File: config.mk
export PLATFORM = sky130hd
export DESIGN_NAME = pipeline_hazard_ctrl
export DESIGN_NICKNAME = d
export VERILOG_FILES = /design/src/rtl/pipeline_hazard_ctrl_pkg.sv /design/src/rtl/pipeline_hazard_ctrl_hazard_detect.sv /design/src/rtl/pipeline_hazard_ctrl.sv
export SDC_FILE = /design/constraint.sdc
export NUM_CORES = 1
export LEC_CHECK = 0
export ABC_AREA = 1
export CAP_MARGIN = 25
export CORE_MARGIN = 8
export CORE_UTILIZATION = 45
export DETAILED_ROUTE_END_ITERATION = 12
export MAX_ROUTING_LAYER = met4
export PLACE_DENSITY = 0.76
export SYNTH_ARGS = -nofsm -noshare
export SYNTH_HDL_FRONTEND = slang
export SYNTH_SLANG_ARGS = --single-unit
File: constraint.sdc
create_clock -name clk -period 6.8 [get_ports clk]
set_input_delay 1.36 -clock clk [delete_from_list [all_inputs] [get_ports clk]]
set_output_delay 1.36 -clock clk [all_outputs]
set_load 0.1 [all_outputs]
File: src/rtl/pipeline_hazard_ctrl_pkg.sv
// rtl/pipeline_hazard_ctrl_pkg.sv - shared FSM encoding and PC select codes
package pipeline_hazard_ctrl_pkg;

  typedef enum logic [1:0] {
    ST_RUN     = 2'd0,
    ST_MD_WAIT = 2'd1,
    ST_EXC     = 2'd2,
    ST_HALT    = 2'd3
  } state_e;

  localparam logic [1:0] PC_SEQ = 2'd0;
  localparam logic [1:0] PC_BR  = 2'd1;
  localparam logic [1:0] PC_EXC = 2'd2;
  localparam logic [1:0] PC_EPC = 2'd3;

  // Wide enough for the largest supported mult/div occupancy (15).
  localparam int MD_CNT_W = 4;

endpackage

File: src/rtl/pipeline_hazard_ctrl_hazard_detect.sv
// rtl/pipeline_hazard_ctrl_hazard_detect.sv - combinational load-use comparator
module pipeline_hazard_ctrl_hazard_detect (
  input  logic       ex_mem_to_reg_i,
  input  logic       ex_reg_write_i,
  input  logic [4:0] ex_wb_reg_num_i,
  input  logic [4:0] id_rs_i,
  input  logic [4:0] id_rt_i,
  input  logic       id_rs_used_i,
  input  logic       id_rt_used_i,
  output logic       load_use_o
);

  logic rs_hit;
  logic rt_hit;

  assign rs_hit = id_rs_used_i && (id_rs_i == ex_wb_reg_num_i);
  assign rt_hit = id_rt_used_i && (id_rt_i == ex_wb_reg_num_i);

  // $0 is hardwired, so a load targeting it never creates a dependency.
  assign load_use_o = ex_mem_to_reg_i && ex_reg_write_i &&
                      (ex_wb_reg_num_i != 5'd0) && (rs_hit || rt_hit);

endmodule

File: src/rtl/pipeline_hazard_ctrl.sv
// rtl/pipeline_hazard_ctrl.sv - pipeline register / PC sequencing for the 5-stage MIPS core
module pipeline_hazard_ctrl
  import pipeline_hazard_ctrl_pkg::*;
#(
  parameter int MD_LAT = 4,
  parameter int CNT_W  = 32
) (
  input  logic             clk,
  input  logic             rst,
  input  logic [4:0]       id_rs,
  input  logic [4:0]       id_rt,
  input  logic             id_rs_used,
  input  logic             id_rt_used,
  input  logic             ex_MemtoReg,
  input  logic             ex_RegWrite,
  input  logic [4:0]       ex_WbRegNum,
  input  logic             ex_redirect,
  input  logic             ex_ERET,
  input  logic             ex_muldiv,
  input  logic             wb_SYSCALL,
  input  logic             irq,
  input  logic             go,
  output logic             PC_EN,
  output logic [1:0]       pc_sel,
  output logic             IFtoID_EN,
  output logic             IFtoID_CLR,
  output logic             IDtoEX_EN,
  output logic             IDtoEX_CLR,
  output logic             EXtoMEM_EN,
  output logic             EXtoMEM_CLR,
  output logic             MEMtoWB_EN,
  output logic             MEMtoWB_CLR,
  output logic             exc_take,
  output logic             halted,
  output logic [CNT_W-1:0] stall_cnt,
  output logic [CNT_W-1:0] flush_cnt
);

  state_e              state_q, state_d;
  logic [MD_CNT_W-1:0] md_cnt_q, md_cnt_d;
  logic                irq_pend_q, irq_pend_d;
  logic [CNT_W-1:0]    stall_cnt_q, stall_cnt_d;
  logic [CNT_W-1:0]    flush_cnt_q, flush_cnt_d;
  logic                load_use;
  logic                halt_entry;
  logic                flush_evt;

  pipeline_hazard_ctrl_hazard_detect u_hazard_detect (
    .ex_mem_to_reg_i (ex_MemtoReg),
    .ex_reg_write_i  (ex_RegWrite),
    .ex_wb_reg_num_i (ex_WbRegNum),
    .id_rs_i         (id_rs),
    .id_rt_i         (id_rt),
    .id_rs_used_i    (id_rs_used),
    .id_rt_used_i    (id_rt_used),
    .load_use_o      (load_use)
  );

  always_comb begin
    state_d     = state_q;
    md_cnt_d    = md_cnt_q;
    irq_pend_d  = irq_pend_q | irq;
    PC_EN       = 1'b1;
    IFtoID_EN   = 1'b1;
    IDtoEX_EN   = 1'b1;
    EXtoMEM_EN  = 1'b1;
    MEMtoWB_EN  = 1'b1;
    IFtoID_CLR  = 1'b0;
    IDtoEX_CLR  = 1'b0;
    EXtoMEM_CLR = 1'b0;
    MEMtoWB_CLR = 1'b0;
    pc_sel      = PC_SEQ;
    exc_take    = 1'b0;
    halted      = 1'b0;
    flush_evt   = 1'b0;
    halt_entry  = wb_SYSCALL && (state_q == ST_RUN || state_q == ST_MD_WAIT);

    // SYSCALL retires into WB while everything upstream stays frozen.
    if (halt_entry) begin
      {PC_EN, IFtoID_EN, IDtoEX_EN, EXtoMEM_EN, MEMtoWB_EN} = '0;
      MEMtoWB_CLR = 1'b1;
      md_cnt_d    = '0;
      state_d     = ST_HALT;
    end else begin
      case (state_q)
        ST_RUN: begin
          if (irq_pend_q) begin
            state_d = ST_EXC;
          end else if (ex_muldiv) begin
            md_cnt_d = MD_CNT_W'(MD_LAT - 1);
            state_d  = ST_MD_WAIT;
          end else if (ex_redirect || ex_ERET) begin
            pc_sel     = ex_ERET ? PC_EPC : PC_BR;
            IFtoID_CLR = 1'b1;
            IDtoEX_CLR = 1'b1;
            flush_evt  = 1'b1;
          end else if (load_use) begin
            PC_EN      = 1'b0;
            IFtoID_EN  = 1'b0;
            IDtoEX_CLR = 1'b1;
          end
        end
        ST_MD_WAIT: begin
          {PC_EN, IFtoID_EN, IDtoEX_EN, EXtoMEM_EN} = '0;
          EXtoMEM_CLR = 1'b1;
          md_cnt_d    = md_cnt_q - MD_CNT_W'(1);
          if (md_cnt_q <= MD_CNT_W'(1)) begin
            state_d = ST_RUN;
          end
        end
        ST_EXC: begin
          exc_take    = 1'b1;
          pc_sel      = PC_EXC;
          IFtoID_CLR  = 1'b1;
          IDtoEX_CLR  = 1'b1;
          EXtoMEM_CLR = 1'b1;
          flush_evt   = 1'b1;
          irq_pend_d  = 1'b0;
          state_d     = ST_RUN;
        end
        default: begin
          {PC_EN, IFtoID_EN, IDtoEX_EN, EXtoMEM_EN, MEMtoWB_EN} = '0;
          halted = 1'b1;
          if (go) begin
            state_d = ST_RUN;
          end
        end
      endcase
    end

    if (rst) begin
      {PC_EN, IFtoID_EN, IDtoEX_EN, EXtoMEM_EN, MEMtoWB_EN} = '0;
      {IFtoID_CLR, IDtoEX_CLR, EXtoMEM_CLR, MEMtoWB_CLR}    = '1;
      pc_sel    = PC_SEQ;
      exc_take  = 1'b0;
      halted    = 1'b0;
      flush_evt = 1'b0;
    end
  end

  assign stall_cnt_d = stall_cnt_q + CNT_W'(!PC_EN && (state_q != ST_HALT));
  assign flush_cnt_d = flush_cnt_q + CNT_W'(flush_evt);

  always_ff @(posedge clk) begin
    if (rst) begin
      state_q     <= ST_RUN;
      md_cnt_q    <= '0;
      irq_pend_q  <= 1'b0;
      stall_cnt_q <= '0;
      flush_cnt_q <= '0;
    end else begin
      state_q     <= state_d;
      md_cnt_q    <= md_cnt_d;
      irq_pend_q  <= irq_pend_d;
      stall_cnt_q <= stall_cnt_d;
      flush_cnt_q <= flush_cnt_d;
    end
  end

  assign stall_cnt = stall_cnt_q;
  assign flush_cnt = flush_cnt_q;

endmodule

[Yosys cells after proc, flatten, opt, wreduce, memory -nomap -nowiden]
Cells that the tools add are included.
Operators by class
  equality and inequality tests: 9
  reductions and logical operators: 21
  bitwise gates (word level): 1
  add/subtract/negate cells: 3
  multiplexer cells: 56
  order comparisons: 1
Operator list (count)
  adder 32 x 1 -> 32 bit: 2
  two-way mux 1 bit: 37
  two-way mux 2 bit: 11
  == test 5 bit: 2
  nonzero test 5 bit: 2
  two-way mux 4 bit: 2
  one-hot mux 4 bit (2 select lines): 1
  logical AND 1 bit: 7
  != test 2 bit (second input constant): 3
  one-hot mux 1 bit (2 select lines): 3
  one-hot mux 2 bit (3 select lines): 1
  AND reduction 3 bit: 2
  OR reduction 2 bit: 3
  less-or-equal comparator 4 x 1 -> 1 bit (second input constant): 1
  != test 4 bit (second input constant): 1
  one-hot mux 2 bit (2 select lines): 1
  subtractor 4 x 1 -> 4 bit (second input constant): 1
  logical OR 1 bit: 3
  != test 3 x 2 -> 1 bit (second input constant): 1
  OR reduction 3 bit: 1
  == test 2 x 1 -> 1 bit (second input constant): 1
  == test 2 bit (second input constant): 1
  logical NOT 2 bit: 1
  nonzero test 2 bit: 1
  other kinds (2): 2
Storage, ports and cells
  input port bits: 27
  register bits after elaboration: 71

[Depth between registers and ports, before layout]
Gate-level depths: netlist (run 1).
  depth after elaboration: 14
  mapped depth: 20

[By module]
From an unflattened synthesis (run 1), not the netlist that was laid out.
Unflattened totals
  cell total of the unflattened synthesis: 712
  area, all modules: 4347.9 um2
By module, submodules not included
  pipeline_hazard_ctrl: times used 1, area each 4130.2 um2, cells each 656
  pipeline_hazard_ctrl_hazard_detect: times used 1, area each 217.7 um2, cells each 56

[Least setup slack after synthesis (run 1)]
No wires, ideal clock.
  path kind: input to output
  start point: input port wb_SYSCALL
  end point: output port PC_EN
  stages on the path: 8
  slack: 0.699 ns
  arrival time: 4.741 ns
  buffers on the path: 1
  cell sequence: inv_1 > nor2_1 > nor2_1 > inv_1 > nor2_1 > nand2_1 > inv_1 > buf_4
On the way
  longest elaborated chain between the ends: 3
RTL lines
  start, declared: line pipeline_hazard_ctrl.sv:20  | input logic wb_SYSCALL,
  logical AND 1 bit: line pipeline_hazard_ctrl.sv:76  | halt_entry = wb_SYSCALL && (state_q == ST_RUN || state_q == ST_MD_WAIT);
  two-way mux 1 bit (2 in a row)
  end, declared: line pipeline_hazard_ctrl.sv:23  | output logic PC_EN,
Every way passes these cells.

[Final worst setup path (run 1)]
  start point: input port wb_SYSCALL
  end point: output port PC_EN
On the way
  longest elaborated chain between the ends: 3
RTL lines
  logical AND 1 bit: line pipeline_hazard_ctrl.sv:76
  two-way mux 1 bit: line pipeline_hazard_ctrl.sv:79  | if (halt_entry) begin
  two-way mux 1 bit: line pipeline_hazard_ctrl.sv:131  | if (rst) begin
Every way passes these cells.

==> summary.md, run 1 <==
| Metric | Value |
|---|---|
| Post-Syn Area | `4235 sq um` |
| Post-synth top cells | `nand2_1 (188), nor2_1 (111), inv_1 (87), dfxtp_1 (71), a21oi_1 (49)` |
| Worst-Skew Late Latency | `0.35 ns` |
| Initial Util | `46.05%` |
| Period utilization | `74.80%` |
| Slowest stage cell on the critical path | `clkdlybuf4s50_1` |
| Setup crit start kind | `input port` |
| Vias in the first global route | `4,465` |
| CTS Buffer Depth | `2` |
| Rows | `35` |
| CP cell instances | `clkdlybuf4s50_1 > inv_1 > nor2_1 > nor2_1 > inv_1 > nor2_1 > nand2_1 > inv_1 > clkdlybuf4s50_1` |
| Fraction of layout cells with a size suffix above 1 | `6.804%` |
| Area after DPL | `5359 sq um` |
| Status | `finished, final reports clean` |
| Critical Path Sink Type | `output port` |
| Antenna Nets Post-Route | `0` |
| RSZ-0062 raised after global routing | `false` |
| Drt wl/cell | `13.96 um` |
| Slew headroom | `31.98%` |
| # Max-Cap Violations | `0` |
| Dpl ws | `1.729 ns` |
| Drt pass-1 iters | `5` |
| Min setup slack post-route | `1.714 ns` |
| Post-synthesis cell count | `668` |
| Slew @ Worst Pin | `1.017 ns` |
| Buf+Inv Stages, Crit Path | `5` |
| Top cells by area, synth | `dfxtp_1 (34%), nand2_1 (17%), nor2_1 (9.8%), inv_1 (7.7%), a21oi_1 (5.8%)` |
| CORE AREA | `9196 sq um` |
| CTS tree | `done` |
| Worst VDD drop | `392.3 uV` |
| Die width | `113.0 um` |
| WL final | `12,420 um` |
| Req. time, crit path | `5.44 ns` |
| Flop2flop setup slack | `3.84 ns` |
| Total Negative Setup Slacks | `0 ns` |
| Post-DP HPWL | `9816 um` |
| Worst Path Arrival | `3.73 ns` |
| Die area | `12,770 sq um` |
| Post-synth EDFFs | `0` |
| Top flip-flop cell by instance count after synthesis | `dfxtp_1` |
| Post-CTS Setup Bufs | `0` |
| Worst hold slack | `0.4793 ns` |
| Diode count | `0` |
| Proportion of netlist area held by the largest area contributor | `33.56%` |
| Synth cell types | `33` |
| Number of hold buffers added after cts | `0` |
| Final hold vios | `0` |
| CP max FO | `5` |
| Power Density | `234.2 nW/um^2` |
| H-tree depth | `3` |
| Total grt overflow | `0` |
| Gp weighted congestion | `0.9422` |
| P&R area growth vs syn | `31.55%` |
| First-pass GRT wire length | `21,110 um` |
| Fin util | `60.59%` |
| CP peak stage delay | `1.14 ns` |
| Fraction of registers with async set/reset | `0%` |
| Highest Clock Rate | `196.6 MHz` |
| Via count | `4,536` |
| Post-route DRC | `0` |
| Count leader, synth | `nand2_1` |
| Initial antenna violation count | `0` |
| Setup violators final | `0` |
| Syn Area/Cell | `6.340 sq um` |
| # resized after CTS | `0` |
| Post-synth top area cell | `dfxtp_1` |
| # clock sinks | `71` |
| Clock Skew | `0.01218 ns` |
| Worst path top cell family by delay | `buffers and inverters` |
| Ports | `104` |
| Total CTS buffers | `9` |
| Clock transition at the registers of the reported paths | `0.08 ns` |
| Max Transition Viols Final | `0` |
| 1st-iter DRT viols | `218` |
| I/O Buffers | `103` |
| NumNets Final | `812` |
| Period minus WS final | `5.086 ns` |
| Min-delay worst type | `reg2reg` |
| Leak Pwr | `1.938 nW` |
| Largest net degree at the start of global routing | `50` |
| Filler cells | `885` |
| Critical path class | `in2out` |
| Sequential cell area fraction in the yosys report | `33.56%` |
| Global Route Usage Sum | `20.60%` |
| Synth warn | `0` |
| Synth Register Bits | `71` |
| Vias/cell | `5.097` |
| Die Y | `113.0 um` |
| Syn nets | `706` |
| Clock root buffer master | `clkbuf_8` |
| Final instance area | `5572 sq um` |
## final timing paths
| check | from | endpoint | cells after the start |
|---|---|---|---|
| min reg2reg | flush_cnt[30]$_SDFF_PP0_ | flush_cnt[30]$_SDFF_PP0_ | 2 |
| min | flush_cnt[30]$_SDFF_PP0_ | flush_cnt[30]$_SDFF_PP0_ | 2 |
| max | wb_SYSCALL | PC_EN | 9 |
| max reg2reg | state_q[1]$_SDFFE_PP0P_ | stall_cnt[14]$_SDFF_PP0_ | 16 |
## through the flow
step / total power [mW] / std cells
detailed placement: 0.9453 / 874
finish: 1.305 / 890
global route: 1.375 / 890
floorplan: 0.8382 / 668
global placement: 0.9371 / 874
CTS: 1.317 / 890
## placed cells by master, fill, tap and decap left out, drive strengths merged, types with 2 or more instances in the layout
master and count:
a21oi 49, a311oi 2, a31oi 2, buf 2, bufinv 2, clkbuf 10
clkdlybuf4s50 102, clkinv 2, clkinvlp 2, dfxtp 71, ha 11, inv 91
nand2 195, nand3 33, nand3b 9, nand4 7, nor2 123, nor3 29
o21a 2, o21ai 21, xor2 8
## worst register-to-register path: cells and delay by family, from the launching register on
kind	cells	cell delay, ns
xor+xnor	1	0.17
fa+ha+maj	3	0.72
flops	1	0.34
compound gates	1	0.17
buf+inv	2	0.32
simple gates	9	1.11
## power by group
part / internal [mW] / switching (mW)
logic: 0.127 / 0.345
registers: 0.441 / 0.0235
clock network: 0.205 / 0.163
total: 0.774 / 0.531
## logic make-up (layout without fill, tap and decap cells)
| family | Yosys count | after routing | synth area share [%] |
|---|---|---|---|
| XOR/XNOR | 9 | 9 | 1.861 |
| AO/OA/AOI/OAI | 77 | 77 | 9.542 |
| flip-flops | 71 | 71 | 33.56 |
| buffers and inverters | 100 | 211 | 9.217 |
| adder cells (fa/ha/maj) | 11 | 11 | 3.250 |
| AND/OR/NAND/NOR | 400 | 400 | 42.57 |
## registers in the layout, summed over array words and instances (netlist names)
signal / cells
stall_cnt: 32
md_cnt_q: 4
flush_cnt: 32
irq_pend_q: 1
state_q: 2
## area by class of cell
class	instances	area, sq um	area share (%)
multi-input combinational	497	2424	43.50
inverter	91	341.6	6.131
tap	111	138.9	2.493
clock inverter	6	85.08	1.527
clock buffer	10	127.6	2.291
timing repair buffer	104	1033	18.55
sequential	71	1421	25.51
## metal layers
metal  track usage [%]  vias to the layer above  part of all wire [%]
met2             33.61                      135                    47
li1                  -                     2322                     -
met4             7.904                        0                   1.9
met1             25.22                     2059                    45
met5                 -                        -                     0
met3             3.035                       20                   5.1
Power figures use the tool's default switching activity.
==> run 2: changes to the inputs <==
==> constraint.sdc (replaced) <==
create_clock -name clk -period 5.3 [get_ports clk]
set_input_delay 1.06 -clock clk [delete_from_list [all_inputs] [get_ports clk]]
set_output_delay 1.06 -clock clk [all_outputs]
set_load 0.1 [all_outputs]
==> run 2 against run 1 <==
  * Clock power up 34%
  * Global-route usage decreased by 0.30 points
  * Sequential power increased by 29%
  * Hold slack gained 0.0076 ns
  * Critical endpoint is now IDtoEX_CLR
  * Critical path depth increased by 1
  * Via count grew 1.0%
  * Flip-flop and latch count did not move
  * Utilization shrank 0.16 points
==> summary.md, run 2 (synthesis results as in run 1) <==
| Metric | Value |
|---|---|
| Power Density | `304.0 nW/um^2 (+30%)` |
| CP peak stage delay | `0.51 ns (-0.63 ns)` |
| Most frequent CP cell | `nand2_1` |
| # clock sinks | `71 (unchanged)` |
| Most frequent cells in the layout | `nand2_1 (188), nor2_1 (110), clkdlybuf4s50_1 (91), inv_1 (87), dfxtp_1 (71)` |
| Vias in the first global route | `4,352 (-2.5%)` |
| Diode count | `0 (unchanged)` |
| Clock root buffer master | `clkbuf_8` |
| Total power | `1.689 mW (+29%)` |
| Global Route Usage Sum | `20.30% (-0.30 points)` |
| Commonest non-fill, non-tap cell in the layout | `nand2_1` |
| CP cell instances | `clkdlybuf4s50_1 > inv_1 > nand2_1 > nand2_1 > nor2_1 > nand3_1 > nand2_1 > nand2_1 > o21ai_0 > buf_4` |
| First-pass GRT wire length | `20,660 um (-2.2%)` |
| Leak Pwr | `1.959 nW (+1.1%)` |
| Ports | `104 (unchanged)` |
| Slowest stage cell on the critical path | `clkdlybuf4s50_1` |
| I/O Buffers | `103 (unchanged)` |
| Total grt overflow | `0 (unchanged)` |
| Initial antenna violation count | `0 (unchanged)` |
| Number of hold buffers added after cts | `0 (unchanged)` |
| CTS Buffer Depth | `2 (unchanged)` |
| Status | `finished, final reports clean` |
| Rows | `35 (unchanged)` |
| Clock Skew | `0.01416 ns (+0.001974 ns)` |
| Post-route DRC | `0 (unchanged)` |
| Die width | `113.0 um (unchanged)` |
| Die Y | `113.0 um (unchanged)` |
| Clock transition at the registers of the reported paths | `0.08 ns (about the same)` |
| Setup crit start kind | `input port` |
| Gp weighted congestion | `0.9420 (about the same)` |
| Total Negative Setup Slacks | `0 ns (unchanged)` |
| Period minus WS final | `3.623 ns` |
| RSZ-0062 raised after global routing | `false` |
| Via count | `4,583 (+1.0%)` |
| H-tree depth | `3 (unchanged)` |
| Worst-Skew Late Latency | `0.35 ns (about the same)` |
| Fin util | `60.42% (-0.16 points)` |
| Slew @ Worst Pin | `1.012 ns (-0.004915 ns)` |
| Die area | `12,770 sq um (unchanged)` |
| # resized after CTS | `0 (unchanged)` |
| Total CTS buffers | `9 (unchanged)` |
| Fraction of layout cells with a size suffix above 1 | `8.344% (+1.5 points)` |
| Setup violators final | `0 (unchanged)` |
| Req. time, crit path | `4.24 ns (-1.20 ns)` |
| P&R area growth vs syn | `31.20%` |
| WL final | `12,680 um (+2.1%)` |
| Min-delay worst type | `reg2reg` |
| Critical Path Sink Type | `output port` |
| Worst r2r src | `state_q[0]$_SDFFE_PP0P_` |
| Highest Clock Rate | `276.0 MHz` |
| Period utilization | `68.36%` |
| Critical path class | `in2out` |
| Worst VDD drop | `400.3 uV (+2.0%)` |
| Post-CTS Setup Bufs | `0 (unchanged)` |
| Max Transition Viols Final | `0 (unchanged)` |
| CTS tree | `done` |
| Slew headroom | `32.31% (+0.33 points)` |
| Initial Util | `46.05% (unchanged)` |
| Drt pass-1 iters | `5 (unchanged)` |
| Worst hold slack | `0.4869 ns (+0.007619 ns)` |
| Post-DP HPWL | `10,030 um (+2.1%)` |
| Drt wl/cell | `14.25 um (+2.1%)` |
| Worst Path Arrival | `2.56 ns (-1.17 ns)` |
| Largest net degree at the start of global routing | `45 (-10%)` |
| NumNets Final | `812 (unchanged)` |
| Crit path from | `ex_WbRegNum[4]` |
| Vias/cell | `5.149 (+1.0%)` |
| Final hold vios | `0 (unchanged)` |
| CP max FO | `3 (-2)` |
| CORE AREA | `9196 sq um (unchanged)` |
| 1st-iter DRT viols | `259 (+19%)` |
| Hold wc startpoint | `stall_cnt[29]$_SDFF_PP0_` |
| # Max-Cap Violations | `0 (unchanged)` |
| Antenna Nets Post-Route | `0 (unchanged)` |
-- run 2: layer usage --
metal	track usage [%]	routed length [um]
met5	-	0
met2	33.57	6134
met1	23.96	5647
met4	8.259	309
met3	3.621	592
-- run 2: worst max-delay path: cells and delay by family --
family | cells | cell delay (ns)
compound gates | 1 | 0.14
buf+inv | 3 | 0.91
simple gates | 6 | 0.47
-- run 2: worst paths after layout --
check	endpoint	slack, ns	depth (start not counted)
worst min register to register	stall_cnt[29]$_SDFF_PP0_	0.49	2
worst max register to register	stall_cnt[22]$_SDFF_PP0_	2.42	20
worst min-delay path	stall_cnt[29]$_SDFF_PP0_	0.49	2
worst max-delay path	IDtoEX_CLR	1.68	10
-- run 2: power breakdown --
group	internal (mW)	switching [mW]	total [mW]	leakage (nW)
sequential	0.566	0.0330	0.599	0.574
combinational	0.154	0.444	0.598	1.28
clock	0.278	0.214	0.492	0.110
total	0.999	0.691	1.69	1.96
-- run 2: stage by stage --
step                setup slack (ns)  cells  cell area, sq um
finish                         1.677    890              5557
global route                   1.553    890              5557
floorplan                     0.3234    668              4238
detailed placement             1.565    874              5334
global placement               1.660    874              5334
CTS                            1.672    890              5557
-- run 2: layout make-up --
| cell class | instances | area, sq um |
|---|---|---|
| inverter | 91 | 341.6 |
| tap | 111 | 138.9 |
| clock inverter | 5 | 81.33 |
| sequential | 71 | 1421 |
| timing repair buffer | 104 | 1006 |
| fill | 888 | 3640 |
| multi-input combinational | 497 | 2426 |
| clock buffer | 11 | 141.4 |
==> run 3: changes to the inputs <==
--- a/config.mk
+++ b/config.mk
@@ -11,7 +11,7 @@
 export CORE_UTILIZATION = 45
 export DETAILED_ROUTE_END_ITERATION = 12
 export MAX_ROUTING_LAYER = met4
-export PLACE_DENSITY = 0.76
+export PLACE_DENSITY = 0.79
 export SYNTH_ARGS = -nofsm -noshare
 export SYNTH_HDL_FRONTEND = slang
 export SYNTH_SLANG_ARGS = --single-unit
==> constraint.sdc (replaced) <==
create_clock -name clk -period 3.2 [get_ports clk]
set_input_delay 0.64 -clock clk [delete_from_list [all_inputs] [get_ports clk]]
set_output_delay 0.64 -clock clk [all_outputs]
set_load 0.1 [all_outputs]
==> run 3 against run 2 <==
  * Power is 72% higher
  * Flip-flop and latch count stayed put
  * Final cell count grew 1.0%
  * Die area unchanged
  * First-iteration DRC count is 1.2% higher
  * Utilization grew 0.95 points
  * Clock power increased by 47%
  * Critical path depth up 2
  * Worst setup slack worse by 1.4 ns
  * Combinational power grew 99%
  * Largest cell class unchanged
==> summary.md, run 3 (synthesis results as in run 1) <==
| Metric | Value |
|---|---|
| Final instance area | `5644 sq um (+1.6%)` |
| Total Negative Setup Slacks | `0 ns (unchanged)` |
| # clock sinks | `71 (unchanged)` |
| Initial antenna violation count | `0 (unchanged)` |
| Slew @ Worst Pin | `0.4726 ns (-0.5396 ns)` |
| Sequential power share | `34.3% (-1.2 points)` |
| Global Route Usage Sum | `20.81% (+0.51 points)` |
| Req. time, crit path | `2.56 ns (-1.68 ns)` |
| 1st-iter DRT viols | `262 (+1.2%)` |
| Critical path class | `in2out` |
| Period utilization | `92.00%` |
| Number of hold buffers added after cts | `0 (unchanged)` |
| Rows | `35 (unchanged)` |
| Status | `finished, final reports clean` |
| Initial Util | `46.05% (unchanged)` |
| CORE AREA | `9196 sq um (unchanged)` |
| Min-delay worst type | `reg2reg` |
| Logic pwr share | `40.9% (+5.5 points)` |
| Filler cells | `864 (-2.7%)` |
| Post-route DRC | `0 (unchanged)` |
| P&R area growth vs syn | `33.26%` |
| Diode count | `0 (unchanged)` |
| Hold wc startpoint | `stall_cnt[31]$_SDFF_PP0_` |
| Largest net degree at the start of global routing | `34 (-24%)` |
| Clock Skew | `0.01434 ns (+0.0001806 ns)` |
| Worst r2r src | `state_q[0]$_SDFFE_PP0P_` |
| Antenna Nets Post-Route | `0 (unchanged)` |
| CTS tree | `done` |
| Critical Path Sink Type | `output port` |
| Clock share of power | `24.8% (-4.3 points)` |
| Ports | `104 (unchanged)` |
| Leak Pwr | `2.165 nW (+11%)` |
| CP max FO | `3 (unchanged)` |
| Sw Share | `41.59% (+0.70 points)` |
| Final hold vios | `0 (unchanged)` |
| Die width | `113.0 um (unchanged)` |
| Multi-input gate area | `2484 sq um (+2.4%)` |
| Post-CTS Setup Bufs | `0 (unchanged)` |
| Highest Clock Rate | `339.7 MHz` |
| Reg area | `1424 sq um (+0.18%)` |
| Via count | `4,651 (+1.5%)` |
| I/O Buffers | `103 (unchanged)` |
| Switching power | `1.209 mW (+75%)` |
| Clock root buffer master | `clkbuf_8` |
| Worst VDD drop | `635.3 uV (+59%)` |
| Gp weighted congestion | `1.032 (+9.5%)` |
| Commonest non-fill, non-tap cell in the layout | `nand2_1` |
| Internal power consumption | `1.698 mW (+70%)` |
| # Max-Cap Violations | `0 (unchanged)` |
| Total grt overflow | `0 (unchanged)` |
| # resized after CTS | `0 (unchanged)` |
| Period minus WS final | `2.944 ns` |
| Vias in the first global route | `4,501 (+3.4%)` |
| Setup violators final | `0 (unchanged)` |
| Fraction of layout cells with a size suffix above 1 | `19.54% (+11 points)` |
| Area after DPL | `5446 sq um (+2.1%)` |
| Hold depth | `2 (unchanged)` |
| R2r worst-path depth | `16 (-20%)` |
| Max Transition Viols Final | `0 (unchanged)` |
| Power Density | `514.9 nW/um^2 (+69%)` |
| H-tree depth | `3 (unchanged)` |
| Die Y | `113.0 um (unchanged)` |
| R2r endpoint | `flush_cnt[18]$_SDFF_PP0_` |
| Clock transition at the registers of the reported paths | `0.08 ns (about the same)` |
| Worst Path Arrival | `2.30 ns (-0.26 ns)` |
| Most frequent cells in the layout | `nand2_1 (187), nor2_1 (107), inv_1 (82), buf_4 (76), dfxtp_1 (69)` |
| Slew headroom | `68.25% (+36 points)` |
| Total CTS buffers | `9 (unchanged)` |
| Post-DP HPWL | `10,380 um (+3.5%)` |
| NumNets Final | `821 (+1.1%)` |
| First-pass GRT wire length | `21,240 um (+2.8%)` |
| Vias/cell | `5.174 (+0.47%)` |
| RSZ-0062 raised after global routing | `false` |
| CTS Buffer Depth | `2 (unchanged)` |
| Sink of the worst hold path | `stall_cnt[31]$_SDFF_PP0_` |
| Drt pass-1 iters | `5 (unchanged)` |
| Die area | `12,770 sq um (unchanged)` |
| Flop2flop setup slack | `0.53 ns (-1.89 ns)` |
| WL final | `12,960 um (+2.2%)` |
| Worst-Skew Late Latency | `0.35 ns (about the same)` |
| Drt wl/cell | `14.41 um (+1.1%)` |
| Setup crit start kind | `input port` |
==> run 3: routing by layer <==
metal	share of wire [%]	GRT usage [%]
met5	0	-
met4	3.0	9.769
met3	6.2	4.047
met2	46	33.29
met1	44	24.78
==> run 3: how the worst max path moves through the flow <==
stage,start,to,slack [ns],cells past startpoint
6_report,ex_WbRegNum[4],PC_EN,0.26,12
3_3_place_gp,ex_redirect,stall_cnt[22]$_SDFF_PP0_,0.04,16
3_5_place_dp,ex_WbRegNum[4],stall_cnt[22]$_SDFF_PP0_,-0.04,20
5_1_grt,ex_WbRegNum[1],stall_cnt[22]$_SDFF_PP0_,0.03,21
4_1_cts,ex_WbRegNum[4],PC_EN,0.26,12
2_1_floorplan,state_q[1]$_SDFFE_PP0P_,PC_EN,-0.38,10
==> run 3: cell type report <==
| cell class | instances | share of cell area [%] |
|---|---|---|
| Clock buffer | 10 | 2.261 |
| Inverter | 91 | 6.274 |
| Sequential cell | 71 | 25.23 |
| Clock inverter | 6 | 1.241 |
| Tap cell | 111 | 2.461 |
| Multi-Input combinational cell | 497 | 44.00 |
| Timing Repair Buffer | 113 | 18.53 |
==> run 3: critical path, cell delays in order <==
cell	delay, ns
clkdlybuf4s50_1	0.52
inv_1	0.09
nand2_1	0.06
nand2_1	0.05
nor2_1	0.12
nand3_1	0.08
nand2_1	0.09
nand3_1	0.10
buf_4	0.16
nand2_2	0.08
clkinvlp_4	0.12
buf_12	0.19
==> run 3: power groups by stage <==
stage	clock network, mW	logic, mW	registers [mW]
5_1_grt	0.787	1.27	1.01
4_1_cts	0.742	1.19	0.997
3_3_place_gp	0	1.17	1.01
6_report	0.721	1.19	0.996
3_5_place_dp	0	1.19	1.02
2_1_floorplan	0	0.720	1.13
==> run 3: through the flow <==
| stage | hold slack [ns] | total power [mW] | instances | worst slack [ns] | utilization (%) |
|---|---|---|---|---|---|
| CTS | 0.4826 | 2.933 | 899 | 0.2588 | 61.37 |
| detailed placement | 0.4695 | 2.205 | 883 | -0.03763 | 59.22 |
| finish | 0.4803 | 2.906 | 899 | 0.2559 | 61.37 |
| global placement | 0.4591 | 2.181 | 883 | 0.03621 | 59.22 |
| floorplan | 0.4761 | 1.855 | 668 | -0.3775 | - |
| global route | 0.5068 | 3.068 | 899 | 0.02591 | 61.37 |
